===== src/rtl/keypad_pkg.sv =====
// Shared types and helpers for the 4x4 matrix keypad scanner: FSM states,
// special key codes and the row/column to key-code map.
package keypad_pkg;

   typedef enum logic [1:0] {
      SCAN     = 2'd0,
      DEBOUNCE = 2'd1,
      HELD     = 2'd2
   } state_t;

   localparam logic [3:0] KEY_STAR = 4'hE;
   localparam logic [3:0] KEY_HASH = 4'hF;

   // Keypad legend, row by row: "1 2 3 A", "4 5 6 B", "7 8 9 C", "* 0 # D".
   function automatic logic [3:0] keymap(input logic [1:0] row_idx,
                                         input logic [1:0] col_idx);
      logic [3:0] code;
      code = 4'h0;
      case ({row_idx, col_idx})
         4'h0: code = 4'h1;
         4'h1: code = 4'h2;
         4'h2: code = 4'h3;
         4'h3: code = 4'hA;
         4'h4: code = 4'h4;
         4'h5: code = 4'h5;
         4'h6: code = 4'h6;
         4'h7: code = 4'hB;
         4'h8: code = 4'h7;
         4'h9: code = 4'h8;
         4'hA: code = 4'h9;
         4'hB: code = 4'hC;
         4'hC: code = KEY_STAR;
         4'hD: code = 4'h0;
         4'hE: code = KEY_HASH;
         4'hF: code = 4'hD;
      endcase
      return code;
   endfunction

   // Index of the lowest column pulled low; callers only use it when at
   // least one column is low.
   function automatic logic [1:0] lowest_low(input logic [3:0] col_n);
      logic [1:0] idx;
      idx = 2'd3;
      for (int i = 3; i >= 0; i--) begin
         if (!col_n[i]) idx = 2'(i);
      end
      return idx;
   endfunction

endpackage


===== src/rtl/sync_2ff.sv =====
// Two-flop synchronizer for slow asynchronous inputs such as keypad columns.
module sync_2ff #(
   parameter int               WIDTH     = 4,
   parameter logic [WIDTH-1:0] RESET_VAL = '1
) (
   input  logic             clk,
   input  logic             rst,
   input  logic [WIDTH-1:0] d,
   output logic [WIDTH-1:0] q
);

   logic [WIDTH-1:0] r_meta;
   logic [WIDTH-1:0] r_sync;

   // Capture the asynchronous input and let the first stage settle for a cycle.
   always_ff @(posedge clk) begin
      // NOTE: non-blocking assignments so r_sync takes the old r_meta; blocking
      // here would collapse the two stages into one flop.
      if (rst) begin
         r_meta <= RESET_VAL;
         r_sync <= RESET_VAL;
      end else begin
         r_meta <= d;
         r_sync <= r_meta;
      end
   end

   assign q = r_sync;

endmodule


===== src/rtl/keypad_row_scanner.sv =====
// 4x4 keypad front end: rotates a one-cold row drive, samples the synchronized
// active-low columns once per row dwell, debounces press and release, and
// emits one key code per press.
// Optional feature: define KEYPAD_REPEAT_EN for auto-repeat while a key is held.
module keypad_row_scanner
   import keypad_pkg::*;
#(
   parameter int SCAN_DIV     = 50000,
   parameter int DEBOUNCE_CNT = 10,
   parameter int REPEAT_CNT   = 300
) (
   input  logic       clk,
   input  logic       rst,
   input  logic [3:0] col,
   output logic [3:0] row,
   output logic [3:0] key_code,
   output logic       key_valid,
   output logic       key_pressed
);

   localparam int DW = (SCAN_DIV > 1) ? $clog2(SCAN_DIV) : 1;
   localparam int CW = $clog2(DEBOUNCE_CNT + 1);
   localparam logic [DW-1:0] DIV_LAST = DW'(SCAN_DIV - 1);
   localparam logic [CW-1:0] DB_MAX   = CW'(DEBOUNCE_CNT);

   if (SCAN_DIV < 2 || DEBOUNCE_CNT < 1 || REPEAT_CNT < 1) begin : g_bad_params
      $error("keypad_row_scanner: SCAN_DIV >= 2, DEBOUNCE_CNT >= 1, REPEAT_CNT >= 1");
   end

   logic [3:0]    w_col_s;
   logic          w_sample;
   logic          w_any_low;
   logic [DW-1:0] r_div;
   state_t        r_state,    w_state_nxt;
   logic [1:0]    r_row_idx,  w_row_idx_nxt;
   logic [1:0]    r_col_idx,  w_col_idx_nxt;
   logic [CW-1:0] r_match,    w_match_nxt;
   logic [CW-1:0] r_release,  w_release_nxt;
   logic [3:0]    r_key_code, w_code_nxt;
   logic          r_key_valid, w_valid_nxt;
   logic          r_key_pressed, w_pressed_nxt;
`ifdef KEYPAD_REPEAT_EN
   localparam int RW = $clog2(REPEAT_CNT + 1);
   localparam logic [RW-1:0] REP_MAX = RW'(REPEAT_CNT);
   logic [RW-1:0] r_repeat, w_repeat_nxt;
`endif

   sync_2ff #(.WIDTH(4), .RESET_VAL(4'hF)) u_col_sync (
      .clk (clk),
      .rst (rst),
      .d   (col),
      .q   (w_col_s)
   );

   assign w_sample  = (r_div == DIV_LAST);
   assign w_any_low = ~&w_col_s;

   // Row dwell timer; free-running so sample points stay evenly spaced in every state.
   always_ff @(posedge clk) begin
      if (rst)           r_div <= '0;
      else if (w_sample) r_div <= '0;
      else               r_div <= r_div + DW'(1);
   end

   // Next-state and output decisions, evaluated only at sample points.
   always_comb begin
      // NOTE: every target gets its hold value first so no path infers a latch.
      w_state_nxt   = r_state;
      w_row_idx_nxt = r_row_idx;
      w_col_idx_nxt = r_col_idx;
      w_match_nxt   = r_match;
      w_release_nxt = r_release;
      w_code_nxt    = r_key_code;
      w_valid_nxt   = 1'b0;
      w_pressed_nxt = r_key_pressed;
`ifdef KEYPAD_REPEAT_EN
      w_repeat_nxt  = r_repeat;
`endif
      if (w_sample) begin
         case (r_state)
            SCAN: begin
               if (w_any_low) begin
                  w_col_idx_nxt = lowest_low(w_col_s);
                  w_match_nxt   = '0;
                  w_state_nxt   = DEBOUNCE;
               end else begin
                  w_row_idx_nxt = r_row_idx + 2'd1;
               end
            end
            DEBOUNCE: begin
               if (!w_col_s[r_col_idx]) begin
                  if (r_match + CW'(1) == DB_MAX) begin
                     w_code_nxt    = keymap(r_row_idx, r_col_idx);
                     w_valid_nxt   = 1'b1;
                     w_pressed_nxt = 1'b1;
                     w_match_nxt   = '0;
                     w_release_nxt = '0;
                     w_state_nxt   = HELD;
`ifdef KEYPAD_REPEAT_EN
                     w_repeat_nxt  = '0;
`endif
                  end else begin
                     w_match_nxt = r_match + CW'(1);
                  end
               end else begin
                  // A bounce abandons this candidate and moves on.
                  w_row_idx_nxt = r_row_idx + 2'd1;
                  w_state_nxt   = SCAN;
               end
            end
            HELD: begin
               if (w_col_s[r_col_idx]) begin
`ifdef KEYPAD_REPEAT_EN
                  w_repeat_nxt = '0;
`endif
                  if (r_release + CW'(1) == DB_MAX) begin
                     w_release_nxt = '0;
                     w_pressed_nxt = 1'b0;
                     w_row_idx_nxt = r_row_idx + 2'd1;
                     w_state_nxt   = SCAN;
                  end else begin
                     w_release_nxt = r_release + CW'(1);
                  end
               end else begin
                  w_release_nxt = '0;
`ifdef KEYPAD_REPEAT_EN
                  if (r_repeat + RW'(1) == REP_MAX) begin
                     w_valid_nxt  = 1'b1;
                     w_repeat_nxt = '0;
                  end else begin
                     w_repeat_nxt = r_repeat + RW'(1);
                  end
`endif
               end
            end
            default: w_state_nxt = SCAN;
         endcase
      end
   end

   // State register; reset discards any key being debounced or held.
   always_ff @(posedge clk) begin
      if (rst) begin
         r_state       <= SCAN;
         r_row_idx     <= 2'd0;
         r_col_idx     <= 2'd0;
         r_match       <= '0;
         r_release     <= '0;
         r_key_code    <= 4'h0;
         r_key_valid   <= 1'b0;
         r_key_pressed <= 1'b0;
`ifdef KEYPAD_REPEAT_EN
         r_repeat      <= '0;
`endif
      end else begin
         r_state       <= w_state_nxt;
         r_row_idx     <= w_row_idx_nxt;
         r_col_idx     <= w_col_idx_nxt;
         r_match       <= w_match_nxt;
         r_release     <= w_release_nxt;
         r_key_code    <= w_code_nxt;
         r_key_valid   <= w_valid_nxt;
         r_key_pressed <= w_pressed_nxt;
`ifdef KEYPAD_REPEAT_EN
         r_repeat      <= w_repeat_nxt;
`endif
      end
   end

   assign row         = ~(4'b0001 << r_row_idx);
   assign key_code    = r_key_code;
   assign key_valid   = r_key_valid;
   assign key_pressed = r_key_pressed;

endmodule


===== config.mk =====
export PLATFORM = sky130hd
export DESIGN_NAME = keypad_row_scanner
export DESIGN_NICKNAME = d
export VERILOG_FILES = /design/src/rtl/keypad_pkg.sv /design/src/rtl/sync_2ff.sv /design/src/rtl/keypad_row_scanner.sv
export SDC_FILE = /design/constraint.sdc
export NUM_CORES = 1
export LEC_CHECK = 0
export BUFFER_PORTS_ARGS = -buffer_cell sky130_fd_sc_hd__buf_2
export CORE_ASPECT_RATIO = 0.6
export CORE_UTILIZATION = 62
export CTS_BUF_LIST = sky130_fd_sc_hd__clkbuf_4
export DETAILED_ROUTE_END_ITERATION = 16
export GPL_TIMING_DRIVEN = 0
export PLACE_DENSITY = 0.83
export SLEW_MARGIN = 15
export SYNTH_ARGS = -nofsm -noshare
export SYNTH_HDL_FRONTEND = slang
export SYNTH_HIERARCHICAL = 1
export SYNTH_SLANG_ARGS = --single-unit

===== constraint.sdc =====
create_clock -name clk -period 3 [get_ports clk]
set_input_delay 0.45 -clock clk [delete_from_list [all_inputs] [get_ports clk]]
set_output_delay 0.45 -clock clk [all_outputs]
set_load 0.02 [all_outputs]

Word-level counts from Yosys, hierarchy flattened
Memories as Yosys holds them, arrays and structs flattened. A register that Yosys moved wholly into a read port is not among the register bits.
Cells that the tools add are included.
{"block": "op_classes", "shift": 1, "n_addsub": 4, "n_bitwise": 5, "eq_ne": 13, "reduce_logical": 14, "mux": 31, "n_lt_le_gt_ge": 1}
{"cell": "4-bit 2-to-1 mux", "n": 7}
{"cell": "2-bit 2-to-1 mux", "n": 11}
{"cell": "16-bit by 1-bit adder with 16-bit output, second input constant", "n": 1}
{"cell": "16-bit equality test, second input constant", "n": 1}
{"cell": "4-bit one-hot mux with 2 select lines", "n": 2}
{"cell": "4-bit AND reduction", "n": 4}
{"cell": "2-bit inequality test, second input constant", "n": 7}
{"cell": "2-bit one-hot mux with 3 select lines", "n": 2}
{"cell": "6-bit AND reduction", "n": 2}
{"cell": "4-bit by 1-bit adder with 4-bit output, second input constant", "n": 2}
{"cell": "4-bit equality test, second input constant", "n": 2}
{"cell": "1-bit 2-to-1 mux", "n": 7}
{"cell": "5-bit AND reduction", "n": 1}
{"cell": "1-bit inverter", "n": 4}
{"cell": "4-bit inverter", "n": 1}
{"cell": "2-bit nonzero test", "n": 2}
{"cell": "4-bit OR reduction", "n": 1}
{"cell": "1-bit by 2-bit << shifter with 4-bit output, first input constant", "n": 1}
{"cell": "2-bit by 3-bit less-than comparator with 1-bit output, second input constant", "n": 1}
{"cell": "3-bit inequality test, second input constant", "n": 1}
{"cell": "3-bit AND reduction", "n": 1}
{"cell": "3-bit nonzero test", "n": 1}
{"cell": "2-bit by 1-bit adder with 2-bit output, second input constant", "n": 1}
{"cell": "1-bit binary-select mux with 2-bit select", "n": 1}
{"cell": "other kinds (5)", "n": 5}
{"block": "word_totals", "elab_cells": 80, "ff_bits": 40, "memories": 1, "mem_bits_ro": 64, "out_inout_bits": 10, "input_bits": 6}
{"name": "(name not given)", "words": 16, "word_bits": 4, "read_ports": 1, "rd_clocked_by_memory_dff": 1, "wr": 0, "line_no": "keypad_pkg.sv:19", "rtl": "case ({row_idx, col_idx})"}

Logic depth before layout (Yosys ltp)
Gate-level depths: netlist of run 1.
{"block": "depth", "ltp_word": 5, "ltp_mapped": 7, "depth_no_buf": 7}

By module
The synthesis of run 1 kept the hierarchy.
{"module": "keypad_row_scanner", "n_inst": 1, "cells_per_inst": 226, "area_per_inst_um2": 1995.7}
{"module": "sync_2ff", "n_inst": 1, "cells_per_inst": 16, "area_per_inst_um2": 210.2}

Worst setup path before layout of run 1
OpenSTA, ideal clock, no wires.
{"block": "synth_path", "path_kind": "register -> register", "from": "reg r_col_idx[0]", "to": "reg r_match[2]", "path_slack_ns": 0.815, "n_path_buf": 1, "path_stages_with_launch": 7, "period_less_slack_ns": 2.185, "t_arrival_ns": 2.114, "setup_ns": 0.071, "path_cell_list": "dfxtp_1 mux4_2 o21a_1 or3_1 clkbuf_2 or4_1 a21oi_1"}
{"block": "synth_via", "elab_chain_cells": 4}
{"element": "from (decl)", "line_no": "keypad_row_scanner.sv:36", "rtl": "logic [1:0] r_col_idx, w_col_idx_nxt;"}
{"element": "from (signal assigned)", "line_no": "keypad_row_scanner.sv:158", "rtl": "r_col_idx <= w_col_idx_nxt;"}
{"element": "1-bit binary-select mux with 2-bit select", "line_no": "keypad_row_scanner.sv:91", "rtl": "if (!w_col_s[r_col_idx]) begin"}
{"element": "1-bit 2-to-1 mux (implied by the code)", "line_no": "keypad_row_scanner.sv:91"}
{"element": "2-bit inequality test (no source line)"}
{"element": "4-bit AND reduction (no source line)"}
{"element": "to (signal assigned)", "line_no": "keypad_row_scanner.sv:159", "rtl": "r_match <= w_match_nxt;"}
{"element": "to (decl)", "line_no": "keypad_row_scanner.sv:37", "rtl": "logic [CW-1:0] r_match, w_match_nxt;"}
No other way between the ends. The select of a mux whose other input is x is not followed.
A chain may end at the register's enable or synchronous reset.

Worst setup path after layout of run 1
{"block": "layout_path", "from": "reg r_div[0]", "to": "reg r_match[0]"}
{"block": "layout_via", "elab_chain_cells": 2}
{"element": "from (decl)", "line_no": "keypad_row_scanner.sv:33", "rtl": "logic [DW-1:0] r_div;"}
{"element": "from (signal assigned)", "line_no": "keypad_row_scanner.sv:62", "rtl": "else r_div <= r_div + DW'(1);"}
{"element": "16-bit equality test", "line_no": "keypad_row_scanner.sv:55", "rtl": "assign w_sample = (r_div == DIV_LAST);"}
{"element": "4-bit AND reduction (no source line)"}
No other way between the ends.

==> run metrics, run 1 <==
most frequent cells in the layout dfxtp_1, nor2_1, inv_1, buf_2; Highest Clock Rate just under 0.4 GHz; Remaining DRCs 0; drt via density 5.54; Die Y ~48 um; initial antenna violation count 0; Starting DRT DRC Count 101; vias 1,717; multiplexer share of the synthesized area under 10%; CTS Hold Bufs 0; slowest stage delay, CP 0.44 ns; Starting Density 66.4%; largest family of logic cells by synthesized area simple AND/OR/NAND/NOR gates; final std cells w/o fill 310; CP required ~3.3 ns; RSZ-0062 raised after global routing false; Synth Area in Compound Gates a little over a tenth; Skew-Pair Late Insertion Delay around 0.35 ns; drt first pass iters 4; CTS resizes 0; post-synth cell types 49; antenna fix cells 0; startpoint types flip-flop; worst path arrival time approximately 2.8 ns; DIE AREA between 3000 and 4000 sq um; CTS buffer count 5; io pins 16; max-cap violations 0; total leakage power between 0.9 and 1 nW; Worst Path Class, Setup flip-flop to flip-flop; Reg area 881 sq um; pin count of the biggest net entering global routing 14; GR Overflow Total 0; measured slew at the worst slew-check pin approximately 0.80 ns; row count 16; Inst Count DP a little over 300; number of global-route vias before repair ~1,300; sequential-to-total area share from yosys stat between 30% and 40%; EDFF count, synth 0; clock slew at reported path FFs 0.12 ns; Cell Pwr Density 378 nW/um^2; final core occ 71.9%; Max Slew Vio Count 0; CP endpoint kind flip-flop; fin crit share 84.4%; first-pass GRT wire length ~6.6 mm; cells along the critical path ha_1 > nand4_1 > nand4b_2 > or3_1 > clkbuf_2 > or4_1 > a21oi_1; Max Clock Skew roughly 0.009 ns; final net count between 200 and 300; Syn Inst Count between 200 and 250; Port Buf Inserts 15; Mapped Area 2210 sq um; Longest Clk Path Bufs 2; Slew HR a little under half; FFs w/ async S/R, synth 0%; gr usage total approximately a quarter; Syn Area/Cell ~9 sq um; number of setup buffers added after CTS 0; status complete, no violations; share of cells above drive strength 1 roughly 14%; Final Power 0.902 mW; DP HPWL 2.92 mm; area of the multi-input gates between 1000 and 1500 sq um; DIE WIDTH slightly below 80 um; syn_nets around 260; Hold Path Class primary input to flip-flop; commonest non-fill, non-tap cell in the layout dfxtp_1; synth warn 6; post-synthesis simple-gate area fraction roughly a quarter; Post-Synth Adder-Cell Area 7.94%; Synth Area in XOR/XNOR ~5.6%; Routed WL per cell around 13 um; Peak supply drop between 0.2 and 0.3 mV; Worst path slowest cell or3_1; Post-synth top flop dfxtp_1; ANT nets after route 0; Clock Tree Root clkbuf_4; FF+latch count, synth 44; GPL Wtd Cong between 0.7 and 0.8; Max FO, Critical Path 10; minimum clock period roughly 2.5 ns; H-tree levels 2; Area Overhead vs Synth 8.28%; final setup fails 0; CTS sink count 44; setup TNS 0 ns; CTS tree yes; FILL cells 273; core box area 3320 sq um; Fin. Hold Viols 0; Post-Route WL ~4 mm
## cell families (layout without fill, tap and decap cells)
| logic type | after synthesis | in the layout |
|---|---|---|
| DFF | 44 | 44 |
| xor gates and xnor gates | 14 | 14 |
| buffers and inverters | 26 | 49 |
| muxes | 14 | 14 |
| adders and majority gates | 14 | 14 |
| and+or+nand+nor | 95 | 95 |
| AOI/OAI and AO/OA | 35 | 35 |
## state kept, by name, indices dropped and copies added (netlist names)
signal and cells:
u_col_sync/q 4, key_pressed 1, r_state 2, r_match 4, r_div 16, r_release 4
u_col_sync/r_meta 4, r_col_idx 2, key_valid 1, r_row_idx 2, key_code 4
## power by group
part	total [mW]	internal (mW)	switching, mW
logic	0.0305	0.0124	0.0180
registers	0.599	0.593	0.00617
clock network	0.273	0.0863	0.186
total	0.902	0.691	0.211
## worst max-delay path, delay by kind of cell, from the launching register on
kind                     cells  cell delay (ns)
buffers and inverters        1             0.17
AO/OA/AOI/OAI                1             0.15
flip-flops                   1             0.43
adder cells (fa/ha/maj)      1             0.29
AND/OR/NAND/NOR              4             1.43
## worst paths after layout
check                       start  slack, ns                   end  depth (start not counted)
max                      r_div[0]       0.47            r_match[0]                          7
min                        col[3]       0.27  u_col_sync/r_meta[3]                          2
max reg2reg              r_div[0]       0.47            r_match[0]                          7
min reg2reg  u_col_sync/r_meta[0]       0.42       u_col_sync/q[0]                          1
## Yosys cell counts (all sizes together), types with 2 or more instances
master / count / area [sq um]
dfxtp: 44 / 881
nor2: 32 / 120
inv: 19 / 71.3
ha: 14 / 175
nand2: 14 / 52.6
nand3: 11 / 55.1
a21oi: 10 / 50.1
or2: 9 / 56.3
xor2: 9 / 78.8
mux2i: 7 / 70.1
o21ai: 7 / 35.0
clkbuf: 6 / 23.8
mux2: 5 / 56.3
xnor2: 5 / 43.8
or3: 4 / 25.0
or4: 4 / 31.3
and4: 3 / 26.3
nand4: 3 / 18.8
and3: 2 / 12.5
mux4: 2 / 45.0
nand3b: 2 / 15.0
nor3b: 2 / 15.0
nor4bb: 2 / 20.0
o211ai: 2 / 15.0
o2bb2ai: 2 / 17.5
o31ai: 2 / 15.0
## stage by stage
step | area (sq um) | setup WS (ns) | hold slack [ns]
5_1_grt | 2390 | 0.268 | 0.243
2_1_floorplan | 2210 | 0.815 | 0.383
3_3_place_gp | 2340 | 0.545 | 0.388
3_5_place_dp | 2340 | 0.542 | 0.389
4_1_cts | 2390 | 0.496 | 0.257
6_report | 2390 | 0.467 | 0.269
## per-layer routing
metal | global-route usage (%) | wire length [um] | vias up
li1 | - | - | 894
met1 | 36.5 | 2250 | 773
met2 | 31.2 | 1470 | 46
met4 | 6.55 | 32 | 0
met5 | 0 | 0 | -
met3 | 6.17 | 232 | 4
## area by class of cell
type / instances / area share (%)
Buffer: 7 / 1.15
Clock buffer: 5 / 1.57
Timing Repair Buffer: 15 / 3.14
Tap cell: 45 / 2.36
Inverter: 19 / 2.99
Multi-Input combinational cell: 172 / 51.3
Sequential cell: 44 / 36.9
Clock inverter: 3 / 0.576
Note: power is estimated with default switching activity, not from simulation.
==> run 2: changes to the inputs <==
ABC_AREA = 1   (was unset)
PLACE_DENSITY = 0.82   (was 0.83)
clock period = 2.4 ns   (was 3 ns; I/O delays follow)
==> run metrics, run 2 <==
sequential-to-total area share from yosys stat 35.8% (was 39.9%); drt via density 5.09 (was 5.54); Synth area leaders dfxtp_1, nand2_1, nor2_1 (was dfxtp_1, ha_1, nor2_1); io pins 16 (unchanged); largest family of logic cells by synthesized area simple AND/OR/NAND/NOR gates (unchanged); post-synth top area cell dfxtp_1 (unchanged); synth warn 6 (unchanged); share of cells above drive strength 1 16.0% (was 14.0%); Clock Tree Root clkbuf_4 (unchanged); CP endpoint kind primary output (was flip-flop); RSZ-0062 raised after global routing false (unchanged); Max FO, Critical Path 9 (was 10); final core occ 71.7% (was 71.9%); max-cap violations 0 (unchanged); CP required 2.04 ns (was 3.29 ns); startpoint types flip-flop (unchanged); CTS buffer count 5 (unchanged); Post-synth top flop dfxtp_1 (unchanged); setup TNS 0 ns (unchanged); CTS Hold Bufs 0 (unchanged); worst path arrival time 1.47 ns (was 2.82 ns); Longest Clk Path Bufs 2 (unchanged); vias 2,154 (was 1,717); Synth Area in XOR/XNOR 1.78% (was 5.56%); core box area 3720 sq um (was 3320 sq um); Mapped Area 2460 sq um (was 2210 sq um); top routing layer used met4 (unchanged); synth cell count leaders nand2_1, nor2_1, inv_1 (was dfxtp_1, nor2_1, inv_1); most frequent cells in the layout nand2_1, nor2_1, inv_1, dfxtp_1, nand3_1 (was dfxtp_1, nor2_1, inv_1, buf_2); number of global-route vias before repair 1,835 (was 1,329); setup ws final 0.565 ns (was 0.467 ns); Post-Synth Adder-Cell Area 7.12% (was 7.94%); status complete, no violations (unchanged); area of the multi-input gates 1350 sq um (was 1230 sq um); Starting Density 66.1% (was 66.4%); DIE WIDTH 83.3 um (was 79.0 um); routed length on met2 1.89 mm (was 1.47 mm); Port Buf Inserts 15 (unchanged); ANT nets after route 0 (unchanged); H-tree levels 2 (unchanged); DIE AREA 4230 sq um (was 3810 sq um); clock slew at reported path FFs 0.13 ns (was 0.12 ns); Remaining DRCs 0 (unchanged); Starting DRT DRC Count 114 (was 101); Worst Path Class, Setup flip-flop to primary output (was flip-flop to flip-flop); Routed WL per cell 11.2 um (was 12.8 um); Hold Path Class primary input to flip-flop (unchanged); Max Slew Vio Count 0 (unchanged); post-synthesis simple-gate area fraction 37.1% (was 23.5%); first-pass GRT wire length 8.09 mm (was 6.61 mm); initial antenna violation count 0 (unchanged); antenna fix cells 0 (unchanged); Highest Clock Rate 0.545 GHz; FILL cells 323 (was 273); Fin. Hold Viols 0 (unchanged); Slew HR 62.4% (was 46.7%); fin crit share approximately 76%; post-synth cell types 33 (was 49); Synth Area in Compound Gates 8.90% (was 10.8%); pin count of the biggest net entering global routing 14 (unchanged); multiplexer share of the synthesized area 0% (was 7.77%); Max Clock Skew 0.0108 ns (was 0.00899 ns); FF+latch count, synth 44 (unchanged); Inst Count DP 415 (was 302); Die Y 50.8 um (was 48.2 um); CTS resizes 0 (unchanged); most common cell in the netlist nand2_1 (was dfxtp_1); row count 17 (was 16); commonest non-fill, non-tap cell in the layout nand2_1 (was dfxtp_1); final net count 395 (was 284); total leakage power 1.35 nW (was 0.975 nW); Syn Area/Cell 6.97 sq um (was 9.12 sq um); Setup Slack @ Placement 0.650 ns (was 0.542 ns); Reg area 881 sq um (unchanged); FFs w/ async S/R, synth 0% (unchanged); CTS tree yes (unchanged); Syn Inst Count 353 (was 242); minimum clock period roughly 1.8 ns; Skew-Pair Late Insertion Delay 0.36 ns (was 0.35 ns); Peak supply drop 0.397 mV (was 0.282 mV); Met3 Wirelength 244 um (was 232 um); Top reg by flops r_div (unchanged); CTS sink count 44 (unchanged); Post-Route WL 4.74 mm (was 3.98 mm); GPL Wtd Cong 0.871 (was 0.799); drt first pass iters 5 (was 4); final std cells w/o fill 423 (was 310); DP HPWL 3.70 mm (was 2.92 mm); met1 WL 2.56 mm (was 2.25 mm); GR Overflow Total 0 (unchanged); syn_nets 373 (was 262); measured slew at the worst slew-check pin 0.564 ns (was 0.797 ns); EDFF count, synth 0 (unchanged); Cell Pwr Density 466 nW/um^2 (was 378 nW/um^2); number of setup buffers added after CTS 0 (unchanged); gr usage total 24.5% (was 23.5%); final setup fails 0 (unchanged); max reg flops 16 (unchanged); Synth top area share 35.8% (was 39.9%); Area Overhead vs Synth 8.49% (was 8.28%)
-- run 2: final timing paths --
kind / cells past startpoint / end / slack, ns / start
setup / recovery: 4 / row[2] / 0.57 / r_row_idx[0]
hold / removal: 3 / u_col_sync/r_meta[2] / 0.17 / col[2]
hold reg to reg: 2 / u_col_sync/q[0] / 0.42 / u_col_sync/r_meta[0]
setup reg to reg: 9 / key_code[0] / 0.61 / r_match[0]
-- run 2: power breakdown --
part	internal, mW	total, mW	switching [mW]
clock	0.213	0.449	0.236
combinational	0.0160	0.0481	0.0321
sequential	0.741	0.746	0.00555
total	0.970	1.24	0.273
-- run 2: stage by stage --
stage / cell area [sq um] / hold slack (ns) / power, mW
after floorplan: 2460 / 0.387 / 0.796
after global placement: 2590 / 0.392 / 0.809
after detailed placement: 2590 / 0.391 / 0.811
after CTS: 2670 / 0.163 / 1.25
after global routing: 2670 / 0.160 / 1.28
final: 2670 / 0.174 / 1.24
-- run 2: cell type report --
cell class,count,area share [%]
sequential,44,33.0
clock inverter,3,1.41
inverter,58,8.20
clock buffer,5,1.41
buffer,2,0.328
timing repair buffer,15,2.81
multi-input combinational,249,50.6
tap,47,2.20
-- run 2: logic make-up after synthesis --
logic type / count (synthesis)
AND/OR/NAND/NOR: 190
buffers and inverters: 60
flip-flops: 44
AO/OA/AOI/OAI: 40
adder cells (fa/ha/maj): 14
XOR/XNOR: 5
-- run 2: critical path, cell delays in order, from the launching register on --
cell     delay [ns]
dfxtp_1        0.50
inv_1          0.19
ha_1           0.24
inv_1          0.04
buf_2          0.15
-- run 2: per-layer routing --
layer,vias to the layer above,GRT usage (%)
li1,1146,-
met1,941,34.9
met2,61,37.6
met3,6,5.43
met4,0,6.61
met5,-,0
==> run 3: changes to the inputs <==
ABC_AREA = 0   (was 1)
PLACE_DENSITY = 0.83   (was 0.82)
clock period = 1.85 ns   (was 2.4 ns; I/O delays follow)
==> run metrics, run 3 (same netlist as run 1, synthesis figures left out) <==
cells along the critical path mux4_2 > o21a_1 > or3_4 > or4_1 > a21oi_2 (was inv_1 > ha_1 > inv_1 > buf_2); reg2reg setup slack -0.25 ns (was 0.61 ns); Fin. Hold Viols 0 (unchanged); slowest stage delay, CP 0.50 ns (about the same); Port Buf Inserts 15 (unchanged); CTS tree yes (unchanged); RSZ-0062 raised after global routing true (was false); Highest Clock Rate around 0.48 GHz; CTS Hold Bufs 0 (unchanged); setup ws final -0.246 ns (was 0.565 ns); DIE AREA 3810 sq um (was 4230 sq um); Max FO, Critical Path 5 (was 9); share of cells above drive strength 1 28.4% (was 16.0%); Worst Hold Depth 2 (was 3); GPL Wtd Cong 0.823 (was 0.871); drt via density 5.81 (was 5.09); minimum clock period about 2.1 ns; ANT nets after route 0 (unchanged); Hold Path Sink u_col_sync/r_meta[1] (was u_col_sync/r_meta[2]); FILL cells 206 (was 323); Max Slew Vio Count 0 (unchanged); first-pass GRT wire length 7.88 mm (was 8.09 mm); Crit path max-delay family simple AND/OR/NAND/NOR gates (was flip-flops); CP endpoint kind flip-flop (was primary output); fin crit share 113%; Starting DRT DRC Count 150 (was 114); Worst Path Class, Setup flip-flop to flip-flop (was flip-flop to primary output); Starting Density 66.4% (was 66.1%); DIE WIDTH 79.0 um (was 83.3 um); clock slew at reported path FFs 0.12 ns (was 0.13 ns); Die Y 48.2 um (was 50.8 um); antenna fix cells 0 (unchanged); Worst path slowest cell mux4_2 (was dfxtp_1); RR Startpoint r_col_idx[0] (was r_match[0]); CTS buffer count 5 (unchanged); drt first pass iters 4 (was 5); max-cap violations 0 (unchanged); hold_sp col[1] (was col[2]); CTS sink count 44 (unchanged); most frequent cells in the layout dfxtp_1, nor2_1, inv_1, buf_2, buf_4 (was nand2_1, nor2_1, inv_1, dfxtp_1, nand3_1); RR Endpoint r_match[2] (was key_code[0]); row count 16 (was 17); final setup fails 9 (was 0); Hold Path Class primary input to flip-flop (unchanged); Hold Slack 0.0776 ns (was 0.174 ns); Clock Tree Root clkbuf_4 (unchanged); worst r2r path cells 5 (was 9); Post-Route WL 5.09 mm (was 4.74 mm); startpoint types flip-flop (unchanged); worst path arrival time 2.40 ns (was 1.47 ns); total leakage power 1.09 nW (was 1.35 nW); GR Overflow Total 0 (unchanged); io pins 16 (unchanged); Final Power 1.65 mW (was 1.24 mW); vias 1,876 (was 2,154); DP HPWL 3.00 mm (was 3.70 mm); measured slew at the worst slew-check pin 0.543 ns (was 0.564 ns); Routed WL per cell 15.8 um (was 11.2 um); final net count 297 (was 395); CP bufs+invs 0 (was 3); number of global-route vias before repair 1,608 (was 1,835); Remaining DRCs 0 (unchanged); Peak supply drop 0.524 mV (was 0.397 mV); core box area 3320 sq um (was 3720 sq um); Slew HR 63.8% (was 62.4%); H-tree levels 2 (unchanged); status finished with violations (was complete, no violations); Top reg by flops r_div (unchanged); final core occ 80.2% (was 71.7%); Skew-Pair Late Insertion Delay 0.37 ns (was 0.36 ns); max reg flops 16 (unchanged); initial antenna violation count 0 (unchanged); Cell Pwr Density 619 nW/um^2 (was 466 nW/um^2); Max Clock Skew 0.00855 ns (was 0.0108 ns); CP required 2.15 ns (was 2.04 ns); gr usage total 28.2% (was 24.5%); Area Overhead vs Synth 20.9% (was 8.49%); Longest Clk Path Bufs 2 (unchanged); pin count of the biggest net entering global routing 14 (unchanged); failing checks setup timing; Setup Slack @ Placement -0.477 ns (was 0.650 ns); commonest non-fill, non-tap cell in the layout dfxtp_1 (was nand2_1); setup TNS -1.44 ns (was 0 ns)
[run 3: cell count changes in the layout (fill, tap and decap cells not counted), sizes merged, moves of 5 or more]
cell / before / now
a21oi: 18 / 10
buf: 16 / 32
inv: 57 / 19
mux2: 0 / 5
mux2i: 0 / 7
nand2: 90 / 14
nand3: 18 / 11
nor2: 62 / 32
nor3: 10 / 0
o21ai: 17 / 7
or2: 2 / 9
xnor2: 0 / 5
[run 3: worst max-delay path by stage]
stage | start | endpoint | slack, ns | depth (start not counted)
after floorplan | r_col_idx[0] | r_match[2] | -0.25 | 6
after global placement | r_div[0] | r_match[1] | -0.45 | 7
after detailed placement | r_div[0] | r_match[1] | -0.48 | 7
after CTS | r_col_idx[0] | r_match[0] | -0.21 | 5
after global routing | r_div[0] | r_col_idx[1] | -0.31 | 7
final | r_col_idx[0] | r_match[2] | -0.25 | 5
[run 3: timing repair]
action,in CTS,in global routing
setup buffers,11,4
gates resized for setup,23,16
pin swaps,2,5
hold endpoints to repair,0,0
endpoints found under the setup margin,30,21
[run 3: where the power goes]
group          total [mW]  switching, mW  internal, mW
logic              0.0597         0.0319        0.0278
registers           0.970         0.0124         0.957
clock network       0.622          0.324         0.298
total                1.65          0.368          1.28
[run 3: stage by stage]
stage	cell area, sq um	std cells
floorplan	2220	242
global placement	2350	302
detailed placement	2350	302
CTS	2580	319
global route	2670	323
finish	2670	323
[run 3: per-layer routing]
| metal | vias to the layer above | GRT usage [%] | share of wire [%] |
|---|---|---|---|
| met1 | 878 | 39.0 | 47 |
| met4 | 0 | 14.9 | 1.9 |
| li1 | 912 | - | - |
| met3 | 10 | 6.73 | 6.5 |
| met5 | - | 0 | 0 |
| met2 | 76 | 41.7 | 44 |
[run 3: final cells by class]
| class | instances | area, sq um | share of cell area, % |
|---|---|---|---|
| inverter | 19 | 71.3 | 2.67 |
| buffer | 5 | 25.0 | 0.939 |
| clock buffer | 6 | 45.0 | 1.69 |
| multi-input combinational | 172 | 1350 | 50.6 |
| sequential | 44 | 897 | 33.6 |
| clock inverter | 2 | 35.0 | 1.31 |
| tap | 45 | 56.3 | 2.11 |
| timing repair buffer | 30 | 188 | 7.04 |
